==> src/rtl/chess_pkg.sv <==
// Shared chess definitions: piece type codes, colours, square width and
// the scan sequencer state encoding.
package chess_pkg;

   localparam int SQ_W = 6;

   localparam logic       WHITE = 1'b1;
   localparam logic       BLACK = 1'b0;
   localparam logic [5:0] EMPTY = 6'b000000;

   localparam logic [4:0] T_NONE   = 5'b00000;
   localparam logic [4:0] T_KNIGHT = 5'b00001;
   localparam logic [4:0] T_PAWN   = 5'b00010;
   localparam logic [4:0] T_KING   = 5'b00100;
   localparam logic [4:0] T_BISHOP = 5'b01000;
   localparam logic [4:0] T_ROOK   = 5'b10000;
   localparam logic [4:0] T_QUEEN  = 5'b11000;

   typedef enum logic [2:0] {
      ST_IDLE,
      ST_FETCH,
      ST_DECODE,
      ST_SETTLE,
      ST_EMIT,
      ST_DONE
   } scan_state_t;

   // A square holds one of our pieces when its type is nonzero and the colour
   // bit matches the side to move; one-hotness of the type is not enforced.
   function automatic logic is_own_piece(input logic [5:0] code, input logic color);
      return (code[4:0] != T_NONE) && (code[5] == color);
   endfunction

endpackage

==> src/rtl/square_scan_ctrl_settle_timer.sv <==
// Loadable down-counter that times the transmitter settle window.
module settle_timer #(
   parameter int SETTLE_CYCLES = 2
) (
   input  logic clk,
   input  logic reset,
   input  logic load_i,
   input  logic dec_i,
   output logic zero_o
);

   localparam int              CNT_W    = $clog2(SETTLE_CYCLES + 1);
   localparam logic [CNT_W-1:0] LOAD_VAL = CNT_W'(SETTLE_CYCLES - 1);

   logic [CNT_W-1:0] cnt_q;
   logic [CNT_W-1:0] cnt_d;

   // Next count: load takes priority, decrement stops at zero.
   always_comb begin
      cnt_d = cnt_q;
      if (load_i) begin
         cnt_d = LOAD_VAL;
      end else if (dec_i && (cnt_q != '0)) begin
         cnt_d = cnt_q - 1'b1;
      end
   end

   // Counter register.
   always_ff @(posedge clk) begin
      if (reset) begin
         cnt_q <= '0;
      end else begin
         cnt_q <= cnt_d;
      end
   end

   assign zero_o = (cnt_q == '0);

endmodule

==> src/rtl/square_scan_ctrl.sv <==
// Board scan sequencer: walks squares 0..63, presents each engine-colour
// piece to the transmitter, waits out the settle window, then hands the
// piece to the move collector with a valid/ready transfer.
module square_scan_ctrl
   import chess_pkg::*;
#(
   parameter int SETTLE_CYCLES = 2
) (
   input  logic       clk,
   input  logic       reset,
   input  logic       start,
   input  logic       abort,
   input  logic       engine_color,
   output logic       rd_en,
   output logic [5:0] rd_addr,
   input  logic [5:0] rd_data,
   output logic [5:0] piece_reg,
   output logic [5:0] pos_reg,
   output logic       emit_valid,
   input  logic       emit_ready,
   output logic       busy,
   output logic       done,
   output logic [6:0] piece_count
);

   scan_state_t state_q;
   logic        color_q;
   logic [5:0]  sq_q;
   logic        rd_en_q;
   logic [5:0]  rd_addr_q;
   logic [5:0]  piece_q;
   logic [5:0]  pos_q;
   logic        emit_valid_q;
   logic        busy_q;
   logic        done_q;
   logic [6:0]  count_q;

   logic [5:0]  sq_inc_d;
   logic        last_sq_d;
   logic        own_d;
   logic        timer_load_d;
   logic        timer_dec_d;
   logic        timer_zero;

   // Square bookkeeping and settle-timer controls derived from current state.
   always_comb begin
      sq_inc_d     = sq_q + 6'd1;
      last_sq_d    = (sq_q == 6'd63);
      own_d        = is_own_piece(rd_data, color_q);
      timer_load_d = (state_q == ST_DECODE) && own_d;
      timer_dec_d  = (state_q == ST_SETTLE);
   end

   settle_timer #(
      .SETTLE_CYCLES (SETTLE_CYCLES)
   ) u_settle_timer (
      .clk    (clk),
      .reset  (reset),
      .load_i (timer_load_d),
      .dec_i  (timer_dec_d),
      .zero_o (timer_zero)
   );

   // Scan FSM with registered outputs; abort wins over any handshake.
   always_ff @(posedge clk) begin
      if (reset) begin
         state_q      <= ST_IDLE;
         color_q      <= 1'b0;
         sq_q         <= 6'd0;
         rd_en_q      <= 1'b0;
         rd_addr_q    <= 6'd0;
         piece_q      <= EMPTY;
         pos_q        <= 6'd0;
         emit_valid_q <= 1'b0;
         busy_q       <= 1'b0;
         done_q       <= 1'b0;
         count_q      <= 7'd0;
      end else if (abort && (state_q != ST_IDLE)) begin
         state_q      <= ST_IDLE;
         rd_en_q      <= 1'b0;
         piece_q      <= EMPTY;
         pos_q        <= 6'd0;
         emit_valid_q <= 1'b0;
         busy_q       <= 1'b0;
         done_q       <= 1'b0;
      end else begin
         case (state_q)
            ST_IDLE: begin
               done_q <= 1'b0;
               if (start) begin
                  color_q   <= engine_color;
                  sq_q      <= 6'd0;
                  count_q   <= 7'd0;
                  rd_en_q   <= 1'b1;
                  rd_addr_q <= 6'd0;
                  busy_q    <= 1'b1;
                  state_q   <= ST_FETCH;
               end
            end
            ST_FETCH: begin
               rd_en_q <= 1'b0;
               state_q <= ST_DECODE;
            end
            ST_DECODE: begin
               if (own_d) begin
                  piece_q <= rd_data;
                  pos_q   <= sq_q;
                  state_q <= ST_SETTLE;
               end else if (last_sq_d) begin
                  done_q  <= 1'b1;
                  state_q <= ST_DONE;
               end else begin
                  sq_q      <= sq_inc_d;
                  rd_en_q   <= 1'b1;
                  rd_addr_q <= sq_inc_d;
                  state_q   <= ST_FETCH;
               end
            end
            ST_SETTLE: begin
               if (timer_zero) begin
                  emit_valid_q <= 1'b1;
                  state_q      <= ST_EMIT;
               end
            end
            ST_EMIT: begin
               if (emit_ready) begin
                  count_q      <= count_q + 7'd1;
                  piece_q      <= EMPTY;
                  emit_valid_q <= 1'b0;
                  if (last_sq_d) begin
                     done_q  <= 1'b1;
                     state_q <= ST_DONE;
                  end else begin
                     sq_q      <= sq_inc_d;
                     rd_en_q   <= 1'b1;
                     rd_addr_q <= sq_inc_d;
                     state_q   <= ST_FETCH;
                  end
               end
            end
            ST_DONE: begin
               done_q  <= 1'b0;
               busy_q  <= 1'b0;
               state_q <= ST_IDLE;
            end
            default: begin
               state_q <= ST_IDLE;
               busy_q  <= 1'b0;
               done_q  <= 1'b0;
            end
         endcase
      end
   end

   assign rd_en       = rd_en_q;
   assign rd_addr     = rd_addr_q;
   assign piece_reg   = piece_q;
   assign pos_reg     = pos_q;
   assign emit_valid  = emit_valid_q;
   assign busy        = busy_q;
   assign done        = done_q;
   assign piece_count = count_q;

endmodule

==> config.mk <==
export PLATFORM = sky130hd
export DESIGN_NAME = square_scan_ctrl
export DESIGN_NICKNAME = d
export VERILOG_FILES = /design/src/rtl/chess_pkg.sv /design/src/rtl/square_scan_ctrl_settle_timer.sv /design/src/rtl/square_scan_ctrl.sv
export SDC_FILE = /design/constraint.sdc
export NUM_CORES = 1
export LEC_CHECK = 0
export BUFFER_PORTS_ARGS = -buffer_cell sky130_fd_sc_hd__buf_4
export CORE_UTILIZATION = 50
export DETAILED_ROUTE_END_ITERATION = 6
export GPL_TIMING_DRIVEN = 0
export PLACE_DENSITY = 0.83
export SLEW_MARGIN = 20
export SYNTH_ARGS = -nofsm -noshare
export SYNTH_HDL_FRONTEND = slang
export SYNTH_SLANG_ARGS = --single-unit
==> constraint.sdc <==
create_clock -name clk -period 2.6 [get_ports clk]
set_input_delay 0.39 -clock clk [delete_from_list [all_inputs] [get_ports clk]]
set_output_delay 0.39 -clock clk [all_outputs]
set_load 0.02 [all_outputs]
-- Word-level counts from Yosys, hierarchy flattened
Cells that the tools add are included.
- register bits after elaboration: 41
- latch bits: 0
- RAM bits: 0
- bits in read-only memories: 0
- bits of input ports: 12
- output and inout port bits: 29
- word-level logic and storage cells: 95
- memories kept: 0
- add/sub/neg operators: 3
- $mul: 0
- div/mod/pow operators: 0
- $lt $le $gt $ge: 0
- equality and inequality tests: 11
- shift operators: 0
- multiplexer cells: 36
- bitwise operators: 3
- reductions and logical operators: 29
- operators by type and width (cell ; number):
    $mux W6 ; 9
    $pmux W6 S3 ; 2
    $mux W3 ; 5
    $pmux W3 S5 ; 1
    $reduce_and A3 Y1 ; 5
    $mux W7 ; 2
    $pmux W7 S2 ; 1
    $pmux W6 S2 ; 1
    $mux W1 ; 11
    $ne A2 B2 Y1 const B ; 5
    $reduce_bool A2 Y1 ; 5
    $reduce_and A4 Y1 ; 2
    $add A7 B1 Y7 const B ; 1
    $add A6 B1 Y6 const B ; 1
    $eq A3 B2 Y1 const B ; 2
    $eq A6 B6 Y1 const B ; 1
    $reduce_bool A3 Y1 ; 2
    $reduce_or A2 Y1 ; 3
    $reduce_and A5 Y1 ; 1
    $reduce_bool A5 Y1 ; 1
    $logic_and A1 B1 Y1 ; 4
    $pmux W1 S2 ; 2
    $pmux W1 S4 ; 1
    $reduce_and A2 Y1 ; 2
    other kinds (10) ; 12

-- Logic depth before layout (Yosys ltp)
- depth in word-level cells: 4
- gate-level depth with buffers: 7
- gate-level depth less buffers: 7

-- Cells and area by module
Synthesis repeated with hierarchy kept, for this count alone.
- cells, all modules: 204
- area, all modules: 1720.4 um^2
- modules (own cells, without submodules) (module ; instances ; cells an instance ; area an instance (um^2) ; sequential area each (um^2)):
    square_scan_ctrl ; 1 ; 193 ; 1596.5 ; 660.6
    settle_timer ; 1 ; 11 ; 123.9 ; 40.0

-- Worst setup path before layout
No wires, ideal clock.
- path kind: input to register
- start: in rd_data[3]
- end: reg sq_q[3]
- setup time: 96 ps
- arrival time: 1870 ps
- data required time: 2504 ps
- path slack: 634 ps
- stages: 5
- path buffers: 0
- cell sequence: or4_4 o211ai_4 nand2_4 or3_4 o41ai_2
- longest elaborated chain between the ends: 4
- RTL lines (what ; RTL line ; text):
    start, declared ; square_scan_ctrl.sv:16 ; input logic [5:0] rd_data,
    $reduce_bool A5 Y1 ; chess_pkg.sv:31 ; return (code[4:0] != T_NONE) && (code[5] == color);
    $logic_and A1 B1 Y1 ; chess_pkg.sv:31 ;
    $ne A2 B2 Y1 (no source line) ; -- ;
    $reduce_and A5 Y1 (no source line) ; -- ;
    end signal, assigned ; square_scan_ctrl.sv:113 ; sq_q <= sq_inc_d;
    end signal, assigned ; square_scan_ctrl.sv:134 ; sq_q <= sq_inc_d;
    end, declared ; square_scan_ctrl.sv:28 ; logic [5:0] sq_q;
No other way between the ends.
A chain may end at the register's enable or synchronous reset.

-- Worst setup path after layout
- start: reg state_q[1]
- end: reg piece_q[5] (netlist: piece_reg[5])
- longest elaborated chain between the ends: 3
- elaborated cells between the ends (all ways): 10
- those cells by class: eq/ne: 4; mux: 1; reduce/logical: 5
- RTL lines (what ; RTL line ; text):
    start, declared ; square_scan_ctrl.sv:26 ; scan_state_t state_q;
    start signal, assigned ; square_scan_ctrl.sv:67 ; state_q <= ST_IDLE;
    start signal, assigned ; square_scan_ctrl.sv:79 ; state_q <= ST_IDLE;
    start signal, assigned ; square_scan_ctrl.sv:97 ; state_q <= ST_FETCH;
    $eq A3 B2 Y1 (tied with other cells) ; square_scan_ctrl.sv:87 ; case (state_q)
    $ne A2 B2 Y1 (no source line) (tied with other cells) ; -- ;
    $reduce_and A3 Y1 (no source line) / $reduce_or A2 Y1 (equally long branches) ; -- ;
    end signal, assigned ; square_scan_ctrl.sv:106 ; piece_q <= rd_data;
    end, declared ; square_scan_ctrl.sv:31 ; logic [5:0] piece_q;
Several ways; a longest one is shown, not always the timed one.

==> flow_results.xml <==
<?xml version="1.0" encoding="UTF-8"?>
<metrics>
  <group name="worst_setup_path">
    <metric name="crit_path_top_delay_cell" unit="">dfxtp_1</metric>
    <metric name="path_depth" unit="">7</metric>
    <metric name="critPathMaxFanout" unit="">10</metric>
    <metric name="timing.critical_path.arrival" unit="ns">2.33</metric>
    <metric name="reg2reg_slack" unit="ns">0.49</metric>
    <metric name="critical_path.endpoint_type" unit="">register</metric>
    <metric name="largest_delay_contributor_family_on_the_critical_path" unit="">buffers and inverters</metric>
    <metric name="r2r-start" unit="">state_q[1]</metric>
    <metric name="crit_path_max_incr_delay" unit="ns">0.41</metric>
    <metric name="chain_of_cells_forming_the_critical_path" unit="">buf_2 -&gt; nor2_1 -&gt; nand2_1 -&gt; a21o_1 -&gt; clkbuf_1 -&gt; clkbuf_1 -&gt; nor2_1</metric>
    <metric name="timing.reg2reg.worst_path_depth" unit="">7</metric>
    <metric name="timing.critical_path.from_type" unit="">register</metric>
    <metric name="critPathKind" unit="">reg2reg</metric>
    <metric name="r2r-end" unit="">piece_reg[5]</metric>
    <metric name="critPathRequiredTime" unit="ns">2.82</metric>
    <metric name="path_buf_inv" unit="">3</metric>
  </group>
  <group name="floorplan">
    <metric name="rows" unit="">20</metric>
    <metric name="die_h" unit="µm">60.8</metric>
    <metric name="top_level_ports" unit="">41</metric>
    <metric name="core_region_area" unit="µm²">3150</metric>
    <metric name="initial_util" unit="%">54.8</metric>
    <metric name="dieArea" unit="µm²">3690</metric>
    <metric name="die-width" unit="µm">60.8</metric>
  </group>
  <group name="layout">
    <metric name="layout.core_utilization" unit="%">68.8</metric>
    <metric name="post_layout_nonfiller_instances" unit="">292</metric>
    <metric name="layout-drive-gt1-share" unit="%">24.2</metric>
    <metric name="diodes" unit="">0</metric>
    <metric name="final_net_count" unit="">262</metric>
    <metric name="final_area" unit="µm²">2170</metric>
    <metric name="synthToLayoutAreaGrowth" unit="%">25.6</metric>
    <metric name="largest_register_ff_count" unit="">7</metric>
    <metric name="fill_cells" unit="">282</metric>
  </group>
  <group name="global_routing">
    <metric name="antenna_found_initial" unit="">0</metric>
    <metric name="grt_pass1_wl" unit="mm">6.67</metric>
    <metric name="first_global_vias" unit="">1547</metric>
    <metric name="grt_max_degree" unit="">12</metric>
    <metric name="grt_remaining_overflow" unit="">0</metric>
    <metric name="global_route_usage_sum" unit="%">24.6</metric>
  </group>
  <group name="cts">
    <metric name="ctsLongestPathBuffers" unit="">2</metric>
    <metric name="path_clk_slew" unit="ns">0.10</metric>
    <metric name="tritoncts" unit="">done</metric>
    <metric name="numClockSinks" unit="">35</metric>
    <metric name="cts_inserted_buffers" unit="">5</metric>
    <metric name="quantity_of_gates_resized_following_cts" unit="">0</metric>
    <metric name="cts_root_buffer" unit="">clkbuf_4</metric>
    <metric name="cts_hold_buf" unit="">0</metric>
    <metric name="cts.repair_timing.setup_buffer_count" unit="">0</metric>
    <metric name="clkLatencyLatePin" unit="ns">0.34</metric>
    <metric name="htreeDepth" unit="">2</metric>
  </group>
  <group name="logic_synthesis">
    <metric name="post_synth_num_cell_types" unit="">46</metric>
    <metric name="async_reset_ff_share" unit="%">0</metric>
    <metric name="postSynthNetCount" unit="">215</metric>
    <metric name="ys_seq_area_share" unit="%">40.6</metric>
    <metric name="synth_largest_type_area_fraction" unit="%">40.6</metric>
    <metric name="syn-mean-instance-area" unit="µm²">8.64</metric>
    <metric name="synth.most_common_cell" unit="">dfxtp_1</metric>
    <metric name="syn-instance-count" unit="">200</metric>
    <metric name="synth_edf_count" unit="">0</metric>
    <metric name="synth.cell_area" unit="µm²">1730</metric>
    <metric name="post-synth-top-area-cell" unit="">dfxtp_1</metric>
    <metric name="synth.ff_latch_count" unit="">35</metric>
    <metric name="yosys_warnings" unit="">0</metric>
    <metric name="yosys-top-cells-area" unit="">dfxtp_1 41%, mux2i_1 7.0%, nor2_1 5.9%, a21oi_1 3.5%, nand2_1 3.3%</metric>
    <metric name="post_synth_most_frequent_cells" unit="">35 x dfxtp_1, 27 x nor2_1, 15 x nand2_1</metric>
    <metric name="ys.flop_type" unit="">dfxtp_1</metric>
  </group>
  <group name="placed_design">
    <metric name="globalplace.congestion" unit="">0.924</metric>
    <metric name="placedInstanceArea" unit="µm²">2080</metric>
    <metric name="placed_cells" unit="">284</metric>
    <metric name="place.port_buffers" unit="">40</metric>
    <metric name="post_detailed_placement_half_perimeter_wirelength" unit="mm">2.95</metric>
  </group>
  <group name="detailed_routing">
    <metric name="drtAntennaViolNets" unit="">0</metric>
    <metric name="route.detailed.vias_per_inst" unit="">5.59</metric>
    <metric name="routed_wl" unit="mm">3.95</metric>
    <metric name="routed_wire_length_per_instance" unit="µm">13.5</metric>
    <metric name="dr_total_vias" unit="">1632</metric>
    <metric name="drt_first_iter_violations" unit="">70</metric>
    <metric name="dr_drc_count" unit="">0</metric>
    <metric name="detail_route.first_pass.iterations" unit="">4</metric>
  </group>
  <group name="sta">
    <metric name="final_period_minus_worst_setup_slack" unit="ns">2.11</metric>
    <metric name="max-slew-margin-rel" unit="%">64.1</metric>
    <metric name="setup_viol" unit="">0</metric>
    <metric name="max_freq" unit="MHz">474</metric>
    <metric name="worst_pin_slew" unit="ns">0.538</metric>
    <metric name="grt_setup_unrepaired" unit="">false</metric>
    <metric name="finalHoldViolCount" unit="">0</metric>
    <metric name="clock_skew" unit="ns">0.00415</metric>
    <metric name="final.period_utilization" unit="%">81.1</metric>
    <metric name="setup_tns" unit="ns">0</metric>
    <metric name="slew_violations" unit="">0</metric>
  </group>
  <group name="hold_path">
    <metric name="worstHoldStart" unit="">engine_color</metric>
    <metric name="min-delay-path-class" unit="">in2reg</metric>
    <metric name="hold-path-cell-count" unit="">3</metric>
    <metric name="worst_hold_path.endpoint" unit="">color_q</metric>
  </group>
  <group name="run">
    <metric name="drv.max_cap_violation_count" unit="">0</metric>
  </group>
  <group name="power_and_ir_drop">
    <metric name="pwr_density_cell" unit="nW/µm²">615</metric>
    <metric name="vdd_ir_drop_max" unit="mV">0.452</metric>
    <metric name="power.static_leakage" unit="nW">0.913</metric>
  </group>
  <group name="status">
    <metric name="status" unit="">finished clean</metric>
  </group>
</metrics>
-- worst register-to-register path: stages (launching register included) --
cell      delay [ns]
dfxtp_1         0.41
buf_2           0.25
nor2_1          0.15
nand2_1         0.16
a21o_1          0.13
clkbuf_1        0.39
clkbuf_1        0.40
nor2_1          0.11
-- stage by stage --
step | setup WS, ns | total power [mW] | hold slack (ns)
CTS | 0.527 | 1.34 | 0.322
detailed placement | 0.415 | 0.935 | 0.452
global placement | 0.423 | 0.928 | 0.448
finish | 0.491 | 1.33 | 0.327
floorplan | 0.634 | 0.837 | 0.449
global route | 0.324 | 1.41 | 0.316
-- layout by cell type (no fill, tap or decap), types with 3 or more instances in the layout --
| cell type | Yosys | final |
|---|---|---|
| buf_4 | 0 | 40 |
| dfxtp_1 | 35 | 35 |
| nor2_1 | 27 | 27 |
| nand2_1 | 15 | 15 |
| mux2i_1 | 12 | 12 |
| a21oi_1 | 12 | 12 |
| o21ai_0 | 9 | 9 |
| inv_1 | 8 | 8 |
| nand3_1 | 7 | 7 |
| clkbuf_1 | 6 | 6 |
| and2_1 | 6 | 6 |
| xor2_1 | 5 | 5 |
| nor3_1 | 5 | 5 |
| nand4_1 | 5 | 5 |
| clkbuf_4 | 0 | 5 |
| buf_2 | 3 | 3 |
| nand2b_1 | 3 | 3 |
| o311ai_1 | 3 | 3 |
| ha_1 | 3 | 3 |
-- cell families after synthesis --
logic type,Yosys count,share of synthesized area (%)
compound gates,44,18.7
xor+xnor,7,3.55
fa+ha+maj,4,2.75
buf+inv,18,4.13
flops,35,40.6
mux,12,6.95
simple gates,80,23.4
-- worst max-delay path by stage --
stage | slack (ns) | from | end
final | 0.49 | state_q[1] | piece_reg[5]
after global routing | 0.32 | state_q[0] | pos_reg[1]
after CTS | 0.53 | state_q[1] | piece_reg[5]
after detailed placement | 0.41 | rd_data[3] | sq_q[3]
after global placement | 0.42 | rd_data[3] | sq_q[3]
after floorplan | 0.63 | rd_data[3] | sq_q[3]
-- layout make-up --
cell class	instances	area, µm²	share of cell area [%]
tap	44	55.1	2.54
clock inverter	2	35.0	1.61
inverter	9	33.8	1.56
buffer	9	37.5	1.73
clock buffer	6	51.3	2.36
timing repair buffer	40	300	13.8
sequential	35	701	32.3
multi-input combinational	147	956	44.1
-- where the power goes --
part           total, mW  leakage, nW  internal, mW  switching, mW
clock              0.405       0.0482         0.227          0.178
sequential         0.580        0.283         0.562         0.0179
combinational      0.348        0.582         0.128          0.220
-- layer usage --
metal | track usage, % | part of all wire (%)
met5 | 0 | 0
met4 | 10.7 | 1.2
met3 | 5.76 | 7.4
met2 | 43.3 | 50
met1 | 28.5 | 42
(Power assumes the default switching activity.)
